$ cat config.mk
export PLATFORM = sky130hd
export DESIGN_NAME = relu_stream
export DESIGN_NICKNAME = d
export VERILOG_FILES = /design/src/rtl/relu_pkg.sv /design/src/rtl/relu_lane.sv /design/src/rtl/relu_stream.sv
export SDC_FILE = /design/constraint.sdc
export NUM_CORES = 1
export LEC_CHECK = 0
export CAP_MARGIN = 5
export CELL_PAD_IN_SITES_DETAIL_PLACEMENT = 2
export CELL_PAD_IN_SITES_GLOBAL_PLACEMENT = 2
export CORE_MARGIN = 4
export CORE_UTILIZATION = 31
export CTS_CLUSTER_SIZE = 16
export DETAILED_ROUTE_END_ITERATION = 12
export HOLD_SLACK_MARGIN = 0.1
export PLACE_DENSITY_LB_ADDON = 0.1
export SYNTH_ARGS = -nofsm -noshare
export SYNTH_HDL_FRONTEND = slang
export SYNTH_SLANG_ARGS = --single-unit
$ cat constraint.sdc
create_clock -name clk -period 3.2 [get_ports clk]
set_input_delay 0.96 -clock clk [delete_from_list [all_inputs] [get_ports clk]]
set_output_delay 0.96 -clock clk [all_outputs]
set_load 0.02 [all_outputs]
$ cat src/rtl/relu_pkg.sv
// Shared mode encoding for the multi-lane ReLU activation stream.
package relu_pkg;

    typedef logic [1:0] mode_t;

    localparam mode_t MODE_BYPASS = 2'd0;
    localparam mode_t MODE_RELU   = 2'd1;
    localparam mode_t MODE_LEAKY  = 2'd2;
    localparam mode_t MODE_CLAMP  = 2'd3;

endpackage

$ cat src/rtl/relu_lane.sv
// Single-element combinational activation: bypass, ReLU, leaky ReLU or clamp.
module relu_lane
    import relu_pkg::*;
#(
    parameter int DATA_W     = 6,
    parameter int LEAK_SHIFT = 2,
    parameter int CLAMP_MAX  = 31
) (
    input  logic signed [DATA_W-1:0] x,
    input  mode_t                    mode,
    output logic signed [DATA_W-1:0] y
);

    localparam logic signed [DATA_W-1:0] CMAX = DATA_W'(CLAMP_MAX);

    logic neg;
    assign neg = x[DATA_W-1];

    always_comb begin
        y = x;
        case (mode)
            MODE_RELU:  if (neg) y = '0;
            // Arithmetic shift floors, so the most-negative input stays in range.
            MODE_LEAKY: if (neg) y = x >>> LEAK_SHIFT;
            MODE_CLAMP: begin
                if (neg)            y = '0;
                else if (x > CMAX)  y = CMAX;
            end
            default:    y = x;
        endcase
    end

endmodule

$ cat src/rtl/relu_stream.sv
// Two-stage valid/ready activation pipeline over LANES elements per beat.
// Optional changed-lane counter on clip_count when RELU_STREAM_STATS_EN is defined.
module relu_stream
    import relu_pkg::*;
#(
    parameter int DATA_W     = 6,
    parameter int LANES      = 4,
    parameter int LEAK_SHIFT = 2,
    parameter int CLAMP_MAX  = 31
) (
    input  logic                      clk,
    input  logic                      rst,
    input  logic                      in_valid,
    output logic                      in_ready,
    input  logic [LANES*DATA_W-1:0]   in_data,
    input  mode_t                     in_mode,
    output logic                      out_valid,
    input  logic                      out_ready,
    output logic [LANES*DATA_W-1:0]   out_data
`ifdef RELU_STREAM_STATS_EN
    ,
    output logic [15:0]               clip_count
`endif
);

    logic [LANES-1:0][DATA_W-1:0] in_lanes, act_lanes, s1_data, s2_data;
    logic [LANES-1:0]             act_chg, s1_chg, s2_chg;
    logic                         s1_vld, s2_vld;
    logic                         s1_load, s2_load;

    assign in_lanes = in_data;

    for (genvar g = 0; g < LANES; g++) begin : g_lane
        relu_lane #(
            .DATA_W    (DATA_W),
            .LEAK_SHIFT(LEAK_SHIFT),
            .CLAMP_MAX (CLAMP_MAX)
        ) u_lane (
            .x   (in_lanes[g]),
            .mode(in_mode),
            .y   (act_lanes[g])
        );
        assign act_chg[g] = (act_lanes[g] != in_lanes[g]);
    end

    // A stage may load when it is empty or its contents leave this cycle.
    assign s2_load   = !s2_vld || out_ready;
    assign s1_load   = !s1_vld || s2_load;
    assign in_ready  = s1_load;
    assign out_valid = s2_vld;
    assign out_data  = s2_data;

    always_ff @(posedge clk) begin
        if (rst) begin
            s1_vld  <= 1'b0;
            s2_vld  <= 1'b0;
            s1_data <= '0;
            s2_data <= '0;
            s1_chg  <= '0;
            s2_chg  <= '0;
        end else begin
            if (s1_load) begin
                s1_vld <= in_valid;
                if (in_valid) begin
                    s1_data <= act_lanes;
                    s1_chg  <= act_chg;
                end
            end
            if (s2_load) begin
                s2_vld <= s1_vld;
                if (s1_vld) begin
                    s2_data <= s1_data;
                    s2_chg  <= s1_chg;
                end
            end
        end
    end

`ifdef RELU_STREAM_STATS_EN
    localparam int CW = $clog2(LANES + 1);

    logic [CW-1:0] n_chg;
    logic [16:0]   clip_sum;

    always_comb begin
        n_chg = '0;
        for (int i = 0; i < LANES; i++) n_chg = n_chg + CW'(s2_chg[i]);
        clip_sum = {1'b0, clip_count} + 17'(n_chg);
    end

    always_ff @(posedge clk) begin
        if (rst)
            clip_count <= '0;
        else if (out_valid && out_ready)
            clip_count <= clip_sum[16] ? 16'hFFFF : clip_sum[15:0];
    end
`endif

endmodule
==> results.txt, run 1 <==
The flow ran to the end, and the final reports show no timing, DRC or antenna violations. Setup repair after global routing left no endpoint under its margin. Summing all placed instances gives a cell area of 2970 sq um.

Compared with the post-synthesis result, the final layout area differs by 26.83%. The count of nets left with antenna violations once routing finished came out at 0. The top cell type's share of synthesized area came out at 0.4160. The path with the worst hold slack has its endpoint at out_data[3]. In the routed design, unresolved DRC markers number 0. Across all register-to-register paths, the minimum setup slack is 1470 ps.

The post-synthesis sequential element count is 50. The clock net in this run drives a total of 50 sinks. The mean instance size in the synthesized netlist is ~8.7 sq um. The number of antenna violations at the first check in global routing is 0.

The total power per unit cell area came out at 408.1 nW/um^2. The final layout contains routed wiring with a total length of between 6 and 7 mm. The critical register-to-register path endpoint is s1_data[2]. The fraction of the core area covered by cells at the end of the flow is 0.4119. The region available for standard cell placement spans ~7400 sq um. The critical path's largest stage delay is 460 ps. The clock tree buffer depth came out at 2. The signal on the critical path passes through clkdlybuf4s50_1 -> and3b_4 -> inv_6 -> dlygate4sd2_1. After legalization and detailed placement, the total HPWL measured just over 5 mm. The leakage dissipation is slightly below 1 nW. The horizontal extent of the die is 96.10 microns. Yosys mapped the design onto 25 distinct sky130hd cell types. The total number of yosys warnings is 0.

The count of input and output buffers is 55. The final count of pins violating max slew came out at 0. The via count of the first global-routing pass was approximately 2,200. The count of placed standard cells including taps came out at a little over 400. The routed design could run at a clock period as short as 3084 ps. The clock skew came out at around 6.0 ps. STA classifies the critical path endpoint as an output port. The share of the Yosys chip area taken by registers is 0.4160. The share of final-layout standard cells stronger than drive strength 1 came out at 0.1139. TritonCTS built the clock tree. The count of mapped cells out of synthesis came out at 278.

In the layout the commonest cells are clkdlybuf4s50_1, dfxtp_1, a21oi_1, o21ai_0, nand3_1. The post-CTS repair timing setup buffer count is 0. The detailed-route wire length per cell is between 15 and 20 microns. The overall die area came out at a little over 9000 sq um. STA puts the critical path data arrival time at 2120 ps.

The path class of the tightest hold or removal check is register to register. The master cell of the clock root buffer is clkbuf_8. Among cell families on the critical path, the largest total delay comes from buffers and inverters. The buffering stage count on the worst path with inverters included is 3. The effective utilization at floorplan came out at 0.3248. The portion of the clock cycle consumed by the worst path in the final layout came out at 0.9636.

The data required time of the worst path is about 2200 ps. The share of flip-flops with an asynchronous set or reset came out at 0. The slew at the pin closest to its max-slew limit came out at around 770 ps. When the netlist entered floorplanning its net count stood at between 300 and 400. The number of vias in the routed layout is about 2,200. The maximum resistive drop on vdd is around 0.13 mV. Entering global routing, the biggest net connects 34 pins. The type of element launching the critical path is an input pin. The clock edge transition at the registers on the reported setup and hold paths is roughly 80 ps. Summing all non-filler instances in the final layout gives an area of 3052 sq um. The library cell occupying the most area in the post-synthesis netlist is dfxtp_1. Setup total negative slack on the finished layout was measured at 0 ps. The worst hold margin is ~470 ps. The category of the most critical setup path is input pin to output port. The number of placement rows is 31. The number of hold buffers added after cts came out at 0. The highest attainable clock frequency came out at between 0.3 and 0.4 GHz. The most used flip-flop cell after synthesis is dfxtp_1.

The layout has between 800 and 900 filler cells. The clock latency on the worst-skew pair is roughly 300 ps. The worst hold path begins at s1_data[3]. The worst register-to-register path begins at out_valid. The top-level I/O count is 56. The worst max-slew margin expressed relative to the limit is 0.4894.

The area of the mapped netlist is approximately 2400 sq um. The largest individual stage delay along the critical path comes from the cell clkdlybuf4s50_1. The global-route wire length before repair came out at roughly 11 mm.

The number of clock buffers inserted by TritonCTS is 5. The final weighted congestion in routability-driven placement came out at roughly 0.73. The leftover overflow at the end of global routing is 0.

The worst hold path was traced through 2 stages. The number of max-capacitance violations reported came out at 0. The most frequent standard cell in the layout excluding fill and tap cells is clkdlybuf4s50_1. The number of antenna diodes in the final layout is 0. The number of cells on the worst reg-to-reg path is 4. The die height is 96.10 microns. The synthesized design contains 0 enable-type register cells. The overall track demand over capacity in global routing is 0.1614. The first detailed-routing pass ran for 4 iterations. Dividing the detail-routed via count by the number of cells gives about 5.3. Setup violations remaining at the end of the flow were counted as 0. Ranked by total cell area, the synthesized netlist is headed by dfxtp_1, a21oi_1, o21ai_0, nand3_1, a311oi_2. For this block, the initial DRC count from the detailed router was 93. The H-tree level count came out at 2. The maximum fanout count along the critical path is 3. The number of nets in the layout is 347. The final-report hold violation count is 0. The post-route non-filler standard cell count is about 420.
how the worst max path moves through the flow:
stage / start / endpoint / slack [ps] / cells past startpoint
6_report: out_ready / in_ready / 120 / 4
5_1_grt: out_ready / in_ready / 100 / 4
4_1_cts: out_ready / in_ready / 120 / 4
3_5_place_dp: out_ready / in_ready / -130 / 4
3_3_place_gp: out_ready / in_ready / -110 / 4
2_1_floorplan: out_ready / in_ready / 770 / 3
power by group:
part	total (mW)	switching (mW)	internal, mW
Clock	0.367	0.200	0.167
Combinational	0.209	0.112	0.0967
Sequential	0.670	0.0190	0.651
worst min-delay path, delay by kind of cell, from the launching register on:
kind | cells | cell delay (ps)
DFF | 1 | 310
and+or+nand+nor | 1 | 60
AOI/OAI and AO/OA | 1 | 50
cell families after synthesis:
group           after synthesis  synth area share
compound gates              118            0.3261
flops                        50            0.4160
simple gates                 75            0.1794
buf+inv                      35           0.07852
registers in the layout, summed over array words and instances (netlist names):
| signal | flops |
|---|---|
| s1_data | 24 |
| out_data | 24 |
| out_valid | 1 |
| s1_vld | 1 |
repair_timing:
action / in CTS / in global routing
resized for setup: 1 / 0
hold endpoints to repair: 0 / 0
setup endpoints to repair: 1 / 0
metrics by stage:
| step | setup slack, ps | power [mW] |
|---|---|---|
| floorplan | 765.8 | 0.8069 |
| global placement | -111.0 | 0.8904 |
| detailed placement | -128.7 | 0.8959 |
| CTS | 117.0 | 1.268 |
| global route | 95.45 | 1.319 |
| finish | 116.4 | 1.246 |
synthesized netlist by cell type, types with 5 or more instances:
cell / count
a311oi_2: 11
nand2_1: 5
buf_2: 8
nand2b_1: 23
a21oi_1: 44
a21o_1: 11
dfxtp_1: 50
clkbuf_1: 18
o21ai_0: 37
o2111ai_1: 8
nand3_1: 35
a21oi_2: 6
cell type report:
type	instances	area [sq um]	area share
timing repair buffer	64	611.8	0.2005
tap	99	123.9	0.04059
inverter	3	16.27	0.005330
sequential	50	1001	0.3280
clock buffer	6	82.58	0.02706
multi-input combinational	193	1216	0.3985
per-layer routing:
layer	global-route usage	up-vias	part of all wire
met5	0	-	0
met4	0.04621	0	0.013
met3	0.02346	6	0.037
met2	0.2513	51	0.46
met1	0.2304	1079	0.49
li1	-	1082	-
No activity file was read; power rests on OpenSTA's default activity.
==> run 2: changes to the inputs <==
--- a/config.mk
+++ b/config.mk
@@ -14,6 +14,7 @@
 export DETAILED_ROUTE_END_ITERATION = 12
 export HOLD_SLACK_MARGIN = 0.1
 export PLACE_DENSITY_LB_ADDON = 0.1
+export SKIP_CTS_REPAIR_TIMING = 1
 export SYNTH_ARGS = -nofsm -noshare
 export SYNTH_HDL_FRONTEND = slang
 export SYNTH_SLANG_ARGS = --single-unit
==> run 2 against run 1 <==
- routed wire length hardly changed
- die area stayed put
- final cell count stayed put
- critical path type unchanged
- largest power group unchanged
==> results.txt, run 2 (synthesis gave the netlist of run 1 again) <==
The top cell family by delay on the critical path is buffers and inverters. The clock latency on the worst-skew pair is 300 ps (about the same). The maximum resistive drop on vdd was 0.1327 mV (unchanged). The total number of clock tree sinks came out at 50 (unchanged). The leakage dissipation came out at 0.9911 nW (+0.20%). The flip-flop and latch area is 1001 sq um (unchanged).

The slew at the pin closest to its max-slew limit was 765.1 ps (+0.02968 ps). The via count of the first global-routing pass is 2,212 (unchanged). The portion of the clock cycle consumed by the worst path in the final layout came out at 0.9273 (-0.03633). The top-level I/O count came out at 56 (unchanged). The number of placement rows came out at 31 (unchanged). The sum of net half-perimeters after detailed placement is 5.146 mm (unchanged). The total power per unit cell area is 407.8 nW/um^2 (about the same). The horizontal extent of the die is 96.10 microns (unchanged).

The post-layout instance area is 3055 sq um (+0.12%). The clock tree buffer depth is 2 (unchanged). The run finished with clean final reports.

The sum of routed wire length over all layers was 6.995 mm (about the same). The effective utilization at floorplan is 0.3248 (unchanged). The final count of pins violating max slew came out at 0 (unchanged). STA classifies the critical path startpoint as an input pin. The minimum period implied by the final worst setup slack came to 2967 ps (-116.3 ps).

The master cell of the clock root buffer is clkbuf_8. The pin count of the biggest net entering global routing is 34 (unchanged). The count of input and output buffers came out at 55 (unchanged).

The clock skew came out at 5.866 ps (-0.1521 ps). The final weighted congestion in routability-driven placement is 0.7281 (unchanged). The final setup violation count came out at 0 (unchanged). The placed instance area is 2970 sq um (unchanged). The clock edge transition at the registers on the reported setup and hold paths is 80 ps (about the same). The worst setup path is of the input pin to output port kind.

The global-route wire length before repair is 11.49 mm (unchanged). Walking the worst path, the cells encountered are clkdlybuf4s50_1 -> and3b_4 -> inv_6 -> dlymetal6s2s_1. The number of antenna violations at the first check in global routing was 0 (unchanged). The count of filler cells inserted in the layout came out at 835 (+0.12%). The highest attainable clock frequency is 0.3370 GHz (+3.9%). Leaving out fill and tap cells, the most frequent cells in the layout are clkdlybuf4s50_1, dfxtp_1, a21oi_1, o21ai_0, nand3_1.

From synthesis to final layout, the design area changed by 26.99%. The worst max-slew margin expressed relative to the limit came out at 0.4894 (about the same). Setup repair after global routing left no endpoint under its margin. The endpoint arrival time on the critical path came out at 2010 ps (-110 ps). The number of nets still failing antenna checks after routing came out at 0 (unchanged). The overall die area is 9235 sq um (unchanged). The post-route non-filler standard cell count came out at 415 (unchanged). The number of inserted diodes is 0 (unchanged). The fraction of the core area covered by cells at the end of the flow is 0.4124 (+0.0005060). The number of remaining DRC errors came out at 0 (unchanged). STA classifies the critical path endpoint as an output port.

The detailed-route wire length per cell came out at 16.86 microns (about the same). The H-tree level count came out at 2 (unchanged). The core area came to 7408 sq um (unchanged). The path class of the tightest hold or removal check is register to register.

The number of nets in the layout is 347 (unchanged). The number of max-capacitance violations reported was 0 (unchanged). The slowest stage of the critical path belongs to the cell clkdlybuf4s50_1. The leftover overflow at the end of global routing came to 0 (unchanged). TritonCTS built the clock tree. The share of final-layout standard cells stronger than drive strength 1 is 0.1139 (unchanged). The final-report hold violation count came out at 0 (unchanged). The overall track demand over capacity in global routing came out at 0.1614 (unchanged). The per-cell via count in the routed design came out at 5.320 (-0.45%). The number of clock buffers inserted by TritonCTS came out at 5 (unchanged).

The die height is 96.10 microns (unchanged). The library cell used most frequently in the layout, excluding fill and tap cells, is clkdlybuf4s50_1. The maximum fanout count along the critical path is 3 (unchanged). The number of DRC violations after detailed-routing iteration 0 came out at 94 (+1.1%). The count of TritonRoute iterations in the first routing pass was 4 (unchanged). The buffering stage count on the worst path with inverters included came to 3 (unchanged). The number of vias in the routed layout is 2,208 (-0.45%). The data required time of the worst path came out at 2240 ps (about the same).

The critical path's largest stage delay is 460 ps (about the same). The count of placed standard cells including taps came out at 409 (unchanged). The area of the multi-input gates came to 1216 sq um (unchanged).
[run 2: cell count changes in the layout (fill, tap and decap cells not counted), sizes merged]
cell          previous run  this run
dlymetal6s2s             0         1
dlygate4sd2              1         0
[run 2: worst paths after layout]
check        slack (ps)  depth (start not counted)        from           to
max                 230                          4   out_ready     in_ready
min                 470                          2  s1_data[3]  out_data[3]
max reg2reg        1470                          4   out_valid   s1_data[2]
min reg2reg         470                          2  s1_data[3]  out_data[3]
[run 2: metrics by stage]
| stage | power [mW] | setup TNS [ps] | worst slack [ps] | hold slack, ps |
|---|---|---|---|---|
| floorplan | 0.8069 | 0 | 765.8 | 440.3 |
| global placement | 0.8904 | -111.0 | -111.0 | 460.5 |
| detailed placement | 0.8959 | -128.7 | -128.7 | 461.9 |
| CTS | 1.268 | -133.9 | -133.9 | 475.4 |
| global route | 1.319 | 0 | 208.4 | 505.5 |
| finish | 1.246 | 0 | 232.7 | 466.3 |
[run 2: per-layer routing]
| layer | part of all wire | track usage | vias up |
|---|---|---|---|
| met4 | 0.013 | 0.04621 | 0 |
| met5 | 0 | 0 | - |
| met1 | 0.49 | 0.2304 | 1073 |
| li1 | - | - | 1083 |
| met3 | 0.035 | 0.02346 | 6 |
| met2 | 0.46 | 0.2513 | 46 |
[run 2: worst reg2reg max path, cell delays in order (launching register included)]
cell and delay (ps):
dfxtp_1 360, and3b_4 230, buf_4 180, nor2_2 600, a311oi_2 220
[run 2: cell type report]
type,instances,share of cell area
Tap cell,99,0.04054
Sequential cell,50,0.3276
Inverter,3,0.005324
Timing Repair Buffer,64,0.2015
Clock buffer,6,0.02703
Multi-Input combinational cell,193,0.3980
[run 2: power breakdown]
part,internal [mW],switching (mW),total [mW],leakage (nW)
Sequential,0.651,0.0189,0.670,0.409
Clock,0.167,0.200,0.367,0.0431
Combinational,0.0968,0.112,0.209,0.539
Total,0.915,0.331,1.25,0.991
==> run 3: changes to the inputs <==
--- a/config.mk
+++ b/config.mk
@@ -14,6 +14,7 @@
 export DETAILED_ROUTE_END_ITERATION = 12
 export HOLD_SLACK_MARGIN = 0.1
 export PLACE_DENSITY_LB_ADDON = 0.1
+export REMOVE_ABC_BUFFERS = 1
 export SKIP_CTS_REPAIR_TIMING = 1
 export SYNTH_ARGS = -nofsm -noshare
 export SYNTH_HDL_FRONTEND = slang
==> run 3 against run 2 <==
- routed wire length increased by 7.2%
- non-clock buffer count increased by 2
- final cell count increased by 0.96%
- critical path type unchanged
- critical endpoint unchanged
==> results.txt, run 3 (synthesis gave the netlist of run 1 again) <==
The run finished with clean final reports. The effective utilization at floorplan was 0.3248 (unchanged). The number of DRC violations after detailed-routing iteration 0 came out at 73 (-22%). The via count of the first global-routing pass came to 2,373 (+7.3%).

The clock latency on the worst-skew pair came out at 300 ps (about the same). The portion of the clock cycle consumed by the worst path in the final layout is 0.9131 (-0.01421). The number of inserted diodes is 0 (unchanged). The number of vias in the routed layout is 2,248 (+1.8%). The share of final-layout standard cells stronger than drive strength 1 is 0.1250 (+0.01108). The data required time of the worst path came out at 2240 ps (about the same).

The overall track demand over capacity in global routing came out at 0.1721 (+0.01069). The count of placed standard cells including taps came to 411 (+0.49%). In the layout the commonest cells are clkdlybuf4s50_1, dfxtp_1, a21oi_1, o21ai_0, nand3_1.

The core area came out at 7408 sq um (unchanged). The sum of routed wire length over all layers is 7.502 mm (+7.2%). The number of remaining DRC errors is 0 (unchanged).

The minimum period implied by the final worst setup slack came out at 2922 ps (-45.48 ps). The total power draw came out at 1.279 mW (+2.7%). The count of TritonRoute iterations in the first routing pass is 4 (unchanged).

The number of clock buffers inserted by TritonCTS came out at 5 (unchanged). The final setup violation count is 0 (unchanged). The critical path's largest stage delay is 430 ps (-30 ps). The number of max-capacitance violations reported is 0 (unchanged). The library cell used most frequently in the layout, excluding fill and tap cells, is clkdlybuf4s50_1.

The total number of clock tree sinks is 50 (unchanged). The maximum resistive drop on vdd came to 0.1882 mV (+42%). The slew at the pin closest to its max-slew limit is 789.2 ps (+24.14 ps). TritonCTS built the clock tree.

The maximum fanout count along the critical path came out at 3 (unchanged). The H-tree level count is 2 (unchanged). In this design, the largest share of critical-path delay is due to buffers and inverters. The clock skew is 2.956 ps (-2.910 ps). The final count of pins violating max slew came out at 0 (unchanged). The horizontal extent of the die was 96.10 microns (unchanged). The detailed-route wire length per cell is 17.90 microns (+6.2%). The worst setup path is captured at an output port. The worst max-slew margin expressed relative to the limit came to 0.4733 (-0.01612). The worst hold margin was 469.9 ps (+3.613 ps). The internal reg-to-reg setup slack is 1500 ps (+30 ps). In this run the worst hold path is classified as register to register.

The per-cell via count in the routed design was 5.365 (+0.84%). The area of the multi-input gates is 1216 sq um (unchanged). The global-route wire length before repair came out at 12.32 mm (+7.3%). The count of filler cells inserted in the layout was 837 (+0.24%).

The post-route non-filler standard cell count came out at 419 (+0.96%). The flip-flop and latch area is 1001 sq um (unchanged). The final-report hold violation count is 0 (unchanged).

The sum of net half-perimeters after detailed placement was 5.117 mm (-0.55%). The buffering stage count on the worst path with inverters included came out at 3 (unchanged). Setup repair after global routing left no endpoint under its margin. The endpoint arrival time on the critical path is 1960 ps (-50 ps). The worst setup path is launched from an input pin. The critical path goes through clkdlybuf4s50_1 -> and3b_4 -> inv_6 -> dlymetal6s2s_1. The post-synthesis to final-layout area growth is 28.13%. The leakage dissipation came out at 1.005 nW (+1.4%).

The number of antenna violations at the first check in global routing came out at 0 (unchanged). The largest individual stage delay along the critical path comes from the cell clkdlybuf4s50_1. The die height is 96.10 microns (unchanged). The clock edge transition at the registers on the reported setup and hold paths is 90 ps (about the same). The number of nets still failing antenna checks after routing is 0 (unchanged). The count of input and output buffers came out at 55 (unchanged). The total power per unit cell area came out at 415.0 nW/um^2 (+1.8%). The final weighted congestion in routability-driven placement came out at 0.6913 (-5.1%). The overall die area was 9235 sq um (unchanged).

In this run the clock root is driven by a clkbuf_8. The number of nets in the layout came out at 349 (+0.58%). The clock tree buffer depth is 2 (unchanged). The number of placement rows came out at 31 (unchanged). The pin count of the biggest net entering global routing is 28 (-18%). The leftover overflow at the end of global routing came to 0 (unchanged). The top-level I/O count came out at 56 (unchanged). The category of the most critical setup path is input pin to output port. The highest attainable clock frequency is 0.3422 GHz (+1.6%).
-- run 3: area by class of cell --
type                    count  share of cell area
multi-input cells         193              0.3945
flip-flops and latches     50              0.3247
inverters                   3            0.005276
clock buffers               6             0.02679
repair buffers             66              0.2045
clock inverters             2            0.004058
well taps                  99             0.04018
-- run 3: metal layers --
metal	global-route usage	routed length [microns]	up-vias
met3	0.02815	267	6
met5	0	0	-
met2	0.2835	3481	44
met4	0.03910	57	0
li1	-	-	1089
met1	0.2351	3695	1109
-- run 3: final timing paths --
kind	endpoint	depth (start not counted)	startpoint
setup / recovery	in_ready	4	out_ready
setup reg to reg	out_data[20]	4	s1_vld
hold reg to reg	out_data[21]	2	s1_data[21]
hold / removal	out_data[21]	2	s1_data[21]
-- run 3: worst reg2reg max path: stages (launching register included) --
cell	delay, ps
dfxtp_1	330
buf_4	230
inv_1	620
o21ai_0	270
a21oi_1	200
-- run 3: power by group --
group	internal [mW]	switching (mW)
clock	0.174	0.222
combinational	0.0982	0.118
sequential	0.651	0.0156
-- run 3: stage by stage --
step,TNS [ps],util,setup slack (ps),area [sq um]
6_report,0,0.4161,278.1,3083
2_1_floorplan,0,-,804.7,2233
4_1_cts,-96.69,0.4158,-96.69,3080
3_3_place_gp,-99.84,0.4030,-99.84,2985
5_1_grt,0,0.4161,245.9,3083
3_5_place_dp,-85.95,0.4030,-85.95,2985
==> edit 1 (flow settings as in run 1) <==
Remove the case item `MODE_LEAKY` of the case on `mode`.
--- a/src/rtl/relu_lane.sv
+++ b/src/rtl/relu_lane.sv
@@ -22,5 +22,4 @@
             MODE_RELU:  if (neg) y = '0;
             // Arithmetic shift floors, so the most-negative input stays in range.
-            MODE_LEAKY: if (neg) y = x >>> LEAK_SHIFT;
             MODE_CLAMP: begin
                 if (neg)            y = '0;
Function: changed (Yosys sat finds a counterexample within 4 cycles, from zero or initial values and one cycle with rst high).
==> edit 1 against run 1 <==
- design area is 14% lower
- total power down 0.89%
- worst setup slack worse by 24 ps
- sequential power is 2% lower
- largest cell class is now registers
- via count decreased by 14%
- clock skew decreased by 0.59 ps
- worst hold slack gained 3.8 ps
- routed wire length decreased by 13%
- area after synthesis decreased by 18%
- sequential cell count unchanged
- largest power group unchanged
- die area shrank 17%
==> edit 1: results (changes against run 1) <==
| Metric | Value |
|---|---|
| Clk slew on worst S/H paths | ~90 ps |
| Status | complete, no violations |
| Met1 wire length | 2890 microns (-15%) |
| Logic power comb | 138 uW (-34%) |
| CP endpoint | in_ready |
| Syn Nets | 262 (-15%) |
| Largest net degree at the start of global routing | 51 (+50%) |
| Synth warnings | 0 (unchanged) |
| Critical R2R Launch | s1_vld |
| Filler cell count | 674 (-19%) |
| Placed wire-length estimate | 3990 microns (-22%) |
| Reg2reg end | out_data[0] |
| Routability cong. | 0.679 (-6.8%) |
| First-pass GRT wire length | 10100 microns (-12%) |
| Nets | 303 (-13%) |
| R2R depth | 4 (unchanged) |
| M2 GR Usage | 26.2% (+1.0 points) |
| Sequential element share of the synthesized area | 50.8% (+9.2 points) |
| Pre-CTS setup slack | -136 ps (-6.85 ps) |
| Crit share post-route | 97.1% (+0.74 points) |
| Syn avg cell area | 8.49 sq um (-1.9%) |
| VDD IR max | 156 uV (+18%) |
| Worst slew pin tran | 731 ps (-33.8 ps) |
| Clock root buffer | clkbuf_8 |
| # diodes | 0 (unchanged) |
| Layout cells sized above 1 | 5.47% (-5.9 points) |
| Htree depth | 2 (unchanged) |
| Hold endpoint | out_data[10] |
| Leak | 0.000858 uW (-13%) |
| DR vias | 1904 (-14%) |
| Met3 WL | 321 microns (+23%) |
| DP Area | 2500 sq um (-16%) |
| Synth area leaders | dfxtp_1, a21oi_1, o21ai_0 |
| Synth cell types | 19 (-24%) |
| Met3 usage | 3.48% (+1.1 points) |
| Hold_ws | 470 ps (+3.77 ps) |
| GR Util met1 | 23.6% (+0.60 points) |
| Routed len/inst | 17.5 microns (+3.5%) |
| Top_reg_cell synth | dfxtp_1 |
| Number of DRC markers in iteration 0 | 89 (-4.3%) |
| Drt pass-1 iters | 4 (unchanged) |
| Clock-net power | 442 uW (+20%) |
| Hold Path Class | reg -> reg |
| Delay-heaviest family, CP | buffers and inverters |
| Final Skew | 5.42 ps (-0.594 ps) |
| All-Layer GR Usage | 16.8% (+0.70 points) |
| R2R Setup Slk | 1600 ps (+130 ps) |
| Fraction of registers with async set/reset | 0% (unchanged) |
| Commonest cells post-synth | a21oi_1, dfxtp_1, o21ai_0 |
| WL met2 | 2830 microns (-13%) |
| Top Layer Used | met4 |
| Worst Min Path Start | s1_data[10] |
| Gate power share | 11.2% (-5.5 points) |
| DR vias/cell | 5.46 (+2.1%) |
| Placed Cells incl. Taps | 341 (-17%) |
| Antenna violations before repair | 0 (unchanged) |
| Switching Share | 24.2% (-2.4 points) |
| I/O Buffers | 54 (-1.8%) |
| CP arrival | 2150 ps (+30 ps) |
==> edit 1: cell types whose count changed in the layout (fill, tap and decap cells not counted), sizes merged, moves of 3 or more <==
cell	change
nand2b	-22
nand4	+20
a311oi	-12
a21o	-11
nand3	-11
o21ai	+11
o2111ai	-8
and2	-4
buf	-4
clkinv	+3
==> edit 1: logic make-up after synthesis <==
kind of cell | after synthesis | synth area share, %
AOI/OAI and AO/OA | 98 | 24.9
and+or+nand+nor | 55 | 16.1
DFF | 50 | 50.8
buffers and inverters | 29 | 8.19
==> edit 1: final cells by class <==
class | count | area, sq um | share of cell area [%]
multi-input combinational | 153 | 808 | 30.9
inverter | 3 | 16.3 | 0.623
sequential | 50 | 1000 | 38.3
timing repair buffer | 60 | 584 | 22.4
tap | 75 | 93.8 | 3.59
clock inverter | 3 | 40.0 | 1.53
clock buffer | 5 | 68.8 | 2.63
==> edit 1: repair_timing <==
item	in CTS	in global routing
setup buffers	0	0
endpoints found under the setup margin	1	0
gates resized for setup	1	0
==> edit 2 (settings of run 1) <==
Without the edit above. `DATA_W` is set to 6 in 2 places; all go to 3.
--- a/src/rtl/relu_lane.sv
+++ b/src/rtl/relu_lane.sv
@@ -3,5 +3,5 @@
     import relu_pkg::*;
 #(
-    parameter int DATA_W     = 6,
+    parameter int DATA_W     = 3,
     parameter int LEAK_SHIFT = 2,
     parameter int CLAMP_MAX  = 31
--- a/src/rtl/relu_stream.sv
+++ b/src/rtl/relu_stream.sv
@@ -4,5 +4,5 @@
     import relu_pkg::*;
 #(
-    parameter int DATA_W     = 6,
+    parameter int DATA_W     = 3,
     parameter int LANES      = 4,
     parameter int LEAK_SHIFT = 2,
Interface: changed (resized in_data and out_data); port bits go from 56 to 32. No check against the original RTL was run, so the function may have changed too.
==> edit 2 against run 1 <==
- area after synthesis decreased by 53%
- design area decreased by 50%
- total power decreased by 45%
- clock power decreased by 38%
- routed wire length decreased by 54%
- sequential cell count decreased by 24
- worst setup slack got worse by 49 ps
- global-route usage decreased by 1.1 points
- critical path type unchanged
- critical endpoint unchanged
- largest cell class unchanged
- highest routed layer unchanged
==> edit 2: results (changes against run 1) <==
| Metric | Value |
|---|---|
| Sequential element share of the synthesized area | 46.1% (+4.5 points) |
| Count of multi-input gates | 91 (-53%) |
| Routability cong. | 0.753 (+3.5%) |
| Clock root buffer | clkbuf_4 |
| VDD IR max | 176 uV (+32%) |
| Routed len/inst | 15.5 microns (-8.3%) |
| Syn Nets | 151 (-51%) |
| Clock-cell share | 3.42% (+0.71 points) |
| Synth Area in Compound Gates | 15.4% (-17 points) |
| Number of DRC markers in iteration 0 | 28 (-70%) |
| Buffering overhead | 22.6% (+2.6 points) |
| Final Skew | 8.65 ps (+2.64 ps) |
| Htree depth | 1 (-1) |
| I/O Buffers | 31 (-44%) |
| All-Layer GR Usage | 15.0% (-1.1 points) |
| Status | complete, no violations |
| Post-synthesis mux area share | 10.6% (+11 points) |
| CP arrival | 2170 ps (+50 ps) |
| DR vias/cell | 4.98 (-6.8%) |
| Clk slew on worst S/H paths | 150 ps (+70 ps) |
| Placed wire-length estimate | 2500 microns (-52%) |
| Vias in the first global route | 1094 (-51%) |
| Clock buffer count | 3 (-3) |
| Slowest CP cell | clkdlybuf4s50_1 |
| Synth area leaders | dfxtp_1, mux2i_1, nor2_1 |
| Synth Instances | 131 (-53%) |
| Pre-CTS setup slack | 57.8 ps (+186 ps) |
| Filler cell count | 381 (-54%) |
| Commonest cells post-synth | dfxtp_1, nor2_1, nand2_1 |
| Cells resized by post-CTS repair | 0 (-1) |
| Synth Register Bits | 26 (-48%) |
| Nets | 184 (-47%) |
| Crit-path max cell delay | 610 ps (+150 ps) |
| Sequential cell area share | 33.9% (+1.1 points) |
| DR vias | 1041 (-53%) |
| Switching Share | 24.3% (-2.2 points) |
| Logic power comb | 108 uW (-48%) |
| Crit Path Max Fanout | 2 (-1) |
| Placed Cells incl. Taps | 205 (-50%) |
| First-pass GRT wire length | 5190 microns (-55%) |
| Fraction of area in multi-input gates | 34.9% (-5.0 points) |
| Leak | 0.000641 uW (-35%) |
| Clock-net power | 229 uW (-38%) |
| Worst slew pin tran | 510 ps (-255 ps) |
## edit 2: worst reg2reg max path, stage by stage (launching register included)
cell	delay, ps
dfxtp_1	390
nand3b_2	110
buf_4	130
nand2_1	310
a211oi_1	350
nor3_1	70
## edit 2: metal layers
layer	part of all wire, %	GRT usage [%]
met4	1.3	5.21
met3	3.2	2.30
met1	44	18.0
met2	52	27.0
met5	0	0
## edit 2: through the flow
step           power (uW)  cell area (sq um)  util (%)
2_1_floorplan         414               1130         -
3_3_place_gp          458               1480      43.4
3_5_place_dp          464               1480      43.4
4_1_cts               692               1540      45.0
5_1_grt               714               1540      45.0
6_report              685               1540      45.0
## edit 2: final timing paths
kind | cells past startpoint | slack (ps) | to | start
worst max-delay path | 3 | 70 | in_ready | out_ready
worst min register to register | 2 | 470 | s1_data[3] | s1_data[3]
worst min-delay path | 2 | 470 | s1_data[3] | s1_data[3]
worst max register to register | 5 | 1740 | s1_data[5] | out_valid
